**config.mk**
```make
export PLATFORM = sky130hd
export DESIGN_NAME = ps2_rx_fifo
export DESIGN_NICKNAME = d
export VERILOG_FILES = /design/src/rtl/ps2_pkg.sv /design/src/rtl/ps2_sync_filter.sv /design/src/rtl/ps2_rx_fifo.sv
export SDC_FILE = /design/constraint.sdc
export NUM_CORES = 1
export LEC_CHECK = 0
export ABC_AREA = 0
export BUFFER_PORTS_ARGS = -buffer_cell sky130_fd_sc_hd__buf_2
export CORE_UTILIZATION = 55
export DETAILED_ROUTE_END_ITERATION = 6
export MAX_ROUTING_LAYER = met4
export PLACE_DENSITY = 0.75
export RECOVER_POWER = 100
export SYNTH_ARGS = -nofsm -noshare
export SYNTH_HDL_FRONTEND = slang
export SYNTH_SLANG_ARGS = --single-unit
```
**constraint.sdc**
```tcl
create_clock -name Clk -period 2.6 [get_ports Clk]
set_clock_uncertainty 0.15 [all_clocks]
set_input_delay 0.39 -clock Clk [delete_from_list [all_inputs] [get_ports Clk]]
set_output_delay 0.39 -clock Clk [all_outputs]
set_load 0.03 [all_outputs]
```
**src/rtl/ps2_pkg.sv**
```systemverilog
// Shared constants, FSM encoding and FIFO entry layout for the PS/2 receiver.
package ps2_pkg;

  localparam logic [7:0]  PS2_EXTEND  = 8'hE0;
  localparam logic [7:0]  PS2_RELEASE = 8'hF0;
  localparam int unsigned ENTRY_W     = 10;

  typedef enum logic [1:0] {
    IDLE   = 2'd0,
    DATA   = 2'd1,
    PARITY = 2'd2,
    STOP   = 2'd3
  } ps2_state_t;

  // One queued key event: prefix flags plus the scan code.
  typedef struct packed {
    logic       ext;
    logic       rel;
    logic [7:0] code;
  } key_entry_t;

endpackage

```
**src/rtl/ps2_sync_filter.sv**
```systemverilog
// Synchronises the raw PS/2 lines and debounces the PS/2 clock.
module ps2_sync_filter #(
  parameter int unsigned FILTER_LEN = 8
) (
  input  logic clk,
  input  logic rst,
  input  logic ps2_clk,
  input  logic ps2_data,
  output logic clk_filt,
  output logic fall_edge,
  output logic data_sync
);

  logic [1:0]            clk_meta;
  logic [1:0]            data_meta;
  logic [FILTER_LEN-1:0] samples;

  // Two-flop synchronisers, sample history and the filtered clock level.
  always_ff @(posedge clk or posedge rst) begin
    if (rst) begin
      clk_meta  <= 2'b11;
      data_meta <= 2'b11;
      samples   <= '1;
      clk_filt  <= 1'b1;
      fall_edge <= 1'b0;
    end else begin
      clk_meta  <= {clk_meta[0], ps2_clk};
      data_meta <= {data_meta[0], ps2_data};
      samples   <= {samples[FILTER_LEN-2:0], clk_meta[1]};
      fall_edge <= 1'b0;
      if (&samples) begin
        clk_filt <= 1'b1;
      end else if (~|samples) begin
        clk_filt  <= 1'b0;
        fall_edge <= clk_filt;
      end
    end
  end

  assign data_sync = data_meta[1];

endmodule

```
**src/rtl/ps2_rx_fifo.sv**
```systemverilog
// PS/2 keyboard receiver: frames bytes, decodes E0/F0 prefixes, queues key events.
module ps2_rx_fifo
  import ps2_pkg::*;
#(
  parameter int unsigned FILTER_LEN     = 8,
  parameter int unsigned FIFO_DEPTH     = 8,
  parameter int unsigned TIMEOUT_CYCLES = 50000
) (
  input  logic       Clk,
  input  logic       Reset,
  input  logic       PS2_Clk,
  input  logic       PS2_Data,
  input  logic       Rd_En,
  output logic [7:0] Key_Code,
  output logic       Key_Release,
  output logic       Key_Extended,
  output logic       Key_Valid,
  output logic       Fifo_Full,
  output logic       Parity_Err,
  output logic       Frame_Err,
  output logic       Overflow
);

  localparam int unsigned AW = $clog2(FIFO_DEPTH);
  localparam int unsigned PW = AW + 1;
  localparam int unsigned TW = $clog2(TIMEOUT_CYCLES);

  logic       clk_filt;
  logic       fall_edge;
  logic       data_sync;
  logic       edge_ok;

  ps2_state_t state;
  logic [2:0] bit_cnt;
  logic [7:0] shreg;
  logic       par_bit;
  logic [TW-1:0] tcnt;
  logic       byte_ok;

  logic       ext;
  logic       rel;
  logic       push_q;
  key_entry_t push_data;

  key_entry_t mem [FIFO_DEPTH];
  key_entry_t head;
  key_entry_t head_n;
  logic [PW-1:0] wr_ptr;
  logic [PW-1:0] rd_ptr;
  logic [PW-1:0] wr_n;
  logic [PW-1:0] rd_n;
  logic       pop;
  logic       do_wr;
  logic       full_n;

  ps2_sync_filter #(.FILTER_LEN(FILTER_LEN)) u_sync (
    .clk       (Clk),
    .rst       (Reset),
    .ps2_clk   (PS2_Clk),
    .ps2_data  (PS2_Data),
    .clk_filt  (clk_filt),
    .fall_edge (fall_edge),
    .data_sync (data_sync)
  );

  // The strobe is only meaningful while the filtered clock is low.
  assign edge_ok = fall_edge & ~clk_filt;

  // Frame FSM with inter-edge timeout; error and byte_ok outputs are pulses.
  always_ff @(posedge Clk or posedge Reset) begin
    if (Reset) begin
      state      <= IDLE;
      bit_cnt    <= 3'd0;
      shreg      <= 8'd0;
      par_bit    <= 1'b0;
      tcnt       <= '0;
      byte_ok    <= 1'b0;
      Parity_Err <= 1'b0;
      Frame_Err  <= 1'b0;
    end else begin
      byte_ok    <= 1'b0;
      Parity_Err <= 1'b0;
      Frame_Err  <= 1'b0;
      if (state == IDLE || edge_ok) tcnt <= '0;
      else                          tcnt <= tcnt + TW'(1);
      if (edge_ok) begin
        case (state)
          IDLE: begin
            if (!data_sync) begin
              state   <= DATA;
              bit_cnt <= 3'd0;
            end else begin
              Frame_Err <= 1'b1;
            end
          end
          DATA: begin
            shreg[bit_cnt] <= data_sync;
            if (bit_cnt == 3'd7) state <= PARITY;
            else                 bit_cnt <= bit_cnt + 3'd1;
          end
          PARITY: begin
            par_bit <= data_sync;
            state   <= STOP;
          end
          default: begin
            if (!data_sync)              Frame_Err  <= 1'b1;
            else if (^shreg ^ par_bit)   byte_ok    <= 1'b1;
            else                         Parity_Err <= 1'b1;
            state <= IDLE;
          end
        endcase
      end else if (state != IDLE && tcnt == TW'(TIMEOUT_CYCLES - 1)) begin
        state     <= IDLE;
        Frame_Err <= 1'b1;
      end
    end
  end

  // Prefix decode: E0/F0 set flags, other bytes become a push request.
  always_ff @(posedge Clk or posedge Reset) begin
    if (Reset) begin
      ext       <= 1'b0;
      rel       <= 1'b0;
      push_q    <= 1'b0;
      push_data <= '0;
    end else begin
      push_q <= 1'b0;
      if (Parity_Err || Frame_Err) begin
        ext <= 1'b0;
        rel <= 1'b0;
      end else if (byte_ok) begin
        if (shreg == PS2_EXTEND) begin
          ext <= 1'b1;
        end else if (shreg == PS2_RELEASE) begin
          rel <= 1'b1;
        end else begin
          push_q    <= 1'b1;
          push_data <= '{ext: ext, rel: rel, code: shreg};
          ext       <= 1'b0;
          rel       <= 1'b0;
        end
      end
    end
  end

  // Next pointers and the next head entry, bypassing a write into an emptying queue.
  always_comb begin
    pop    = Rd_En & Key_Valid;
    do_wr  = push_q & (~Fifo_Full | pop);
    rd_n   = rd_ptr + PW'(pop);
    wr_n   = wr_ptr + PW'(do_wr);
    full_n = (wr_n[AW-1:0] == rd_n[AW-1:0]) && (wr_n[AW] != rd_n[AW]);
    head_n = mem[rd_n[AW-1:0]];
    if (do_wr && wr_ptr[AW-1:0] == rd_n[AW-1:0]) head_n = push_data;
  end

  // FIFO storage.
  always_ff @(posedge Clk) begin
    if (do_wr) mem[wr_ptr[AW-1:0]] <= push_data;
  end

  // FIFO pointers, registered status flags and head entry.
  always_ff @(posedge Clk or posedge Reset) begin
    if (Reset) begin
      wr_ptr    <= '0;
      rd_ptr    <= '0;
      head      <= '0;
      Key_Valid <= 1'b0;
      Fifo_Full <= 1'b0;
      Overflow  <= 1'b0;
    end else begin
      wr_ptr    <= wr_n;
      rd_ptr    <= rd_n;
      head      <= head_n;
      Key_Valid <= (wr_n != rd_n);
      Fifo_Full <= full_n;
      Overflow  <= push_q & Fifo_Full & ~pop;
    end
  end

  assign Key_Code     = head.code;
  assign Key_Release  = head.rel;
  assign Key_Extended = head.ext;

endmodule
```
# Yosys cells after proc, flatten, opt, wreduce, memory -nomap -nowiden
# Memories as Yosys holds them, arrays and structs flattened. A register that Yosys moved wholly into a read port is not among the register bits.
# Cells that the tools add are included.
# totals
latch_bits	0
elab_cells	125
mem_count	1
regBits	71
output_inout_bits	15
ramBits	80
romBits	0
in_bits	5
# memory_table
memory	depth	word_bits	rd	rd_ports_with_merged_regs	wr	line_no	source
mem	8	10	1	1	1	ps2_rx_fifo.sv:45	key_entry_t mem [FIFO_DEPTH];
# classes
shift	0
eq_ne	16
mul	0
n_addsub	4
n_div	0
n_reduce_logical	22
bitwise_logic	13
magnitude_cmp	2
muxes	43
# op_table
op	count
two-way mux 1 bit	31
adder 16 x 1 -> 16 bit (second input constant)	1
equality test 16 bit (second input constant)	1
equality test 8 bit (second input constant)	2
two-way mux 16 bit	1
!= test 3 bit (second input constant)	3
adder 4 x 1 -> 4 bit	2
bitwise mux 8 bit	1
two-way mux 2 bit	4
AND reduction 2 bit	4
AND reduction 4 bit	2
AND reduction 8 bit	1
nonzero test 2 bit	4
OR reduction 8 bit	1
parity 8 bit	1
two-way mux 3 bit	2
!= test 2 bit (second input constant)	3
inverter 1 bit	6
one-hot mux 2 bit (3 select lines)	1
one-hot mux 3 bit (2 select lines)	1
bitwise AND 1 bit	5
< comparator 3 x 4 -> 1 bit (second input constant)	1
!= test 4 bit	1
adder 3 x 1 -> 3 bit (second input constant)	1
other kinds (17)	20

# Longest topological paths before layout
# logic_depth
word_depth	6
ltp_mapped	10
depth_no_buf	10

# By module
# A second synthesis with hierarchy kept.
# unflattened
cells_unflattened	451
hier_area_um2	6548.8
# by_module_without_submodules
mod	seq_area_each_um2	cells_each	area_per_inst_um2	n_inst
ps2_rx_fifo	4078.9	429	6122.1	1
ps2_sync_filter	366.6	22	426.7	1

# Least setup slack after synthesis
# No wires, ideal clock.
# synth_timing
path_kind	reg2reg
from	register Key_Valid
to	register, netlist name Key_Code[4]
t_required_ps	2325
synth_period_minus_slack_ps	2595
path_buffers	2
path_stages_with_launch	8
path_slack_ps	5
setup_time_ps	125
t_arrival_ps	2320
cell_sequence	dfrtp_1 > and3_1 > ha_1 > clkbuf_1 > clkbuf_1 > mux4_2 > a2bb2oi_1 > mux2_2
# synth_via
elab_chain_cells	2
# synth_rtl
element	line_no	source
from (decl)	ps2_rx_fifo.sv:17	output logic Key_Valid,
from (signal assigned)	ps2_rx_fifo.sv:175	Key_Valid <= (wr_n != rd_n);
bitwise AND 1 bit	ps2_rx_fifo.sv:148	pop = Rd_En & Key_Valid;
adder 4 x 1 -> 4 bit	ps2_rx_fifo.sv:150	rd_n = rd_ptr + PW'(pop);
net rd_n[1]	ps2_rx_fifo.sv:51	logic [PW-1:0] rd_n;
# The timed path passes the listed nets, and every way through them passes these cells.
# A chain may end at the register's enable or synchronous reset.

# Worst setup path in the final report
# layout_timing
from	register rd_ptr[0]
to	register, netlist name Key_Code[6]
# layout_via
elab_chain_cells	1
# layout_rtl
element	line_no	source
from (decl)	ps2_rx_fifo.sv:49	logic [PW-1:0] rd_ptr;
from (signal assigned)	ps2_rx_fifo.sv:173	rd_ptr <= rd_n;
adder 4 x 1 -> 4 bit	ps2_rx_fifo.sv:150	
# No other way between the ends.

==> qor.yml <==
timing:
  fmax_mhz: 414
  slew_headroom: -0.0652
  period_share: 0.930
  tightestPinTransition_ns: 1.60
  fin_crit_ns: 2.42
  slew_viol_final: 40
  rsz0062_at_grt: "false"
  finalSetupViolCount: 0
  holdWs_ns: 0.203
  hold_violations: 0
  fin_ws_ns: 0.183
  fin_setup_tns_ns: 0
setup_path:
  worstSetupEndpointType: "flip-flop"
  path_class: "reg -> reg"
  path_max_fanout: 10
  cp_data_arrival_time_ns: 2.57
  required_ns: 2.76
  start_kind: "flip-flop"
global_route:
  grt_max_degree: 41
  gr-total-overflow: 0
  grt_use_total: 0.219
  grt_pass1_vias: 3837
  grt_pass1_wl_um: 19700
  antenna_found_initial: 0
clock_network:
  post_cts_buffers: 0
  htreeDepth: 4
  clock-sinks: 161
  root_buffer: "clkbuf_16"
  cts_tree: "yes"
  clk_latency_ns: 0.42
  cts_buffers: 17
  cts_buffer_depth: 2
  clk_pin_slew_worst_paths_ns: 0.06
die:
  dieArea_um2: 12300
  io_pins: 20
  coreArea_um2: 11500
  start_util: 0.568
  die_h_um: 111
  die_w_um: 111
  fp-row-count: 39
route:
  antenna_left: 0
  first_iter_violations: 275
  vias_per_cell: 5.60
  totalWireLength_um: 11400
  drt-pass1-iter-count: 6
  remaining_drc_errors: 6
  via_count: 3654
  wl_per_cell_um: 17.6
layout:
  layoutNonFillerInstCount: 652
  fin_nets: 517
  nFillCells: 842
  most-common-layout-cells: "edfxtp_1 (80), dfrtp_1 (68), nand2_1 (37)"
  final_layout_size_suffix_gt1_frac: 0.155
  layout_commonest_cell: "edfxtp_1"
  area_growth_pct: 14.3
  n_antenna_cell: 0
placement:
  dp_cells: 617
  hpwl_um: 7390
  dp_slack_ns: 0.148
  gp_congestion: 0.780
  io_buffers: 19
logic_synthesis:
  synth_top_area_share: 0.367
  yosys_warnings: 0
  synth_top_area_cell: "edfxtp_1"
  synthTopCellsByArea: "edfxtp_1 (37%), dfrtp_1 (26%), dfstp_2 (5.2%)"
  synth_edf_count: 80
  syn-cell-area_um2: 6550
  ys_seq_area_frac: 0.679
  synthArstFlopShare: 0.503
  ys.flop_type: "edfxtp_1"
  syn-instance-count: 451
  ys_seq_elements: 161
  syn_avg_cell_area_um2: 14.5
  syn_nets: 472
  synth_cell_types: 43
status:
  violations: "DRC, capacitance limit, slew limit"
  outcome: "complete, but fails checks"
pwr:
  p_leak_uw: 0.00315
  power_density_nw_per_um2: 694
  ir_worst_vdd_v: 0.000498
hold_path:
  hp-class: "reg -> reg"
job:
  cap_violations: 1
-- Yosys cell counts (9+ instances only) --
cell type  count
nor3_1        15
edfxtp_1      80
nor2_1        22
nand2_1       36
xor2_1        12
inv_1         21
xnor2_1       13
clkbuf_1      11
dfrtp_1       68
dfstp_2       13
o221ai_1      18
a2bb2oi_1      9
o21ai_0       16
ha_1          16
mux2_2        23
nand3_1       16
-- final cells by class --
type	instances	area (µm²)	area share
flip-flops and latches	161	4450	0.594
multi-input cells	255	1960	0.262
clock buffers	21	450	0.0602
repair buffers	40	224	0.0299
well taps	143	179	0.0239
clock inverters	11	139	0.0186
inverters	21	78.8	0.0105
-- repair_timing --
action / CTS / global route
setup endpoints to repair: 0 / 0
gates resized for setup: 0 / 0
hold buffers: 3 / 0
hold endpoints to repair: 38 / 0
-- path summary, 6_finish.rpt --
kind                                    startpoint                 end  slack (ns)  cells after the start
worst min register to register  u_sync.clk_meta[0]  u_sync.clk_meta[1]        0.20                      0
max in group asynchronous                    Reset  u_sync.clk_meta[0]        0.40                      4
worst max register to register           rd_ptr[0]         Key_Code[6]        0.18                      7
worst max-delay path                     rd_ptr[0]         Key_Code[6]        0.18                      7
worst min-delay path            u_sync.clk_meta[0]  u_sync.clk_meta[1]        0.20                      0
min in group asynchronous                    Reset            state[0]        0.85                      3
-- critical path, stage by stage (launching register included) --
cell and delay, ns:
dfrtp_1 0.40, and3_1 0.17, ha_1 0.21, xnor2_2 0.28, xnor2_1 0.15, nor4_4 0.25
clkbuf_2 0.31, mux2_2 0.38
-- where the power goes --
part	switching [µW]	leakage, µW	internal [µW]	total [µW]
Clock	942	0.000277	1520	2470
Combinational	27.7	0.000856	11.9	39.7
Sequential	9.72	0.00201	2680	2690
Total	980	0.00315	4210	5190
-- metal layers --
layer	GRT usage	vias to the layer above	share of wire
met5	-	-	0
met4	0.0919	0	0.020
met3	0.0634	28	0.039
met2	0.338	68	0.49
met1	0.274	1804	0.45
li1	-	1754	-
-- state kept, by name, summed over array words and instances (netlist names), 3 cells and up --
name / flops
u_sync.samples: 8
shreg: 8
wr_ptr: 4
rd_ptr: 4
bit_cnt: 3
mem: 80
tcnt: 16
Key_Code: 8
push_data: 10
-- cells by family after synthesis --
logic type,after synthesis,synth area share
AOI/OAI and AO/OA,54,0.0606
xor gates and xnor gates,27,0.0384
adders and majority gates,16,0.0306
buffers and inverters,35,0.0206
muxes,35,0.0768
DFF,161,0.679
and+or+nand+nor,123,0.0938
-- per-stage QoR --
step	utilization	power (µW)	area (µm²)
CTS	0.656	5240	7550
floorplan	-	2760	6550
global placement	0.602	2770	6930
finish	0.650	5190	7480
global route	0.650	5350	7480
detailed placement	0.602	2780	6930
Note: power is estimated with default switching activity, not from simulation.
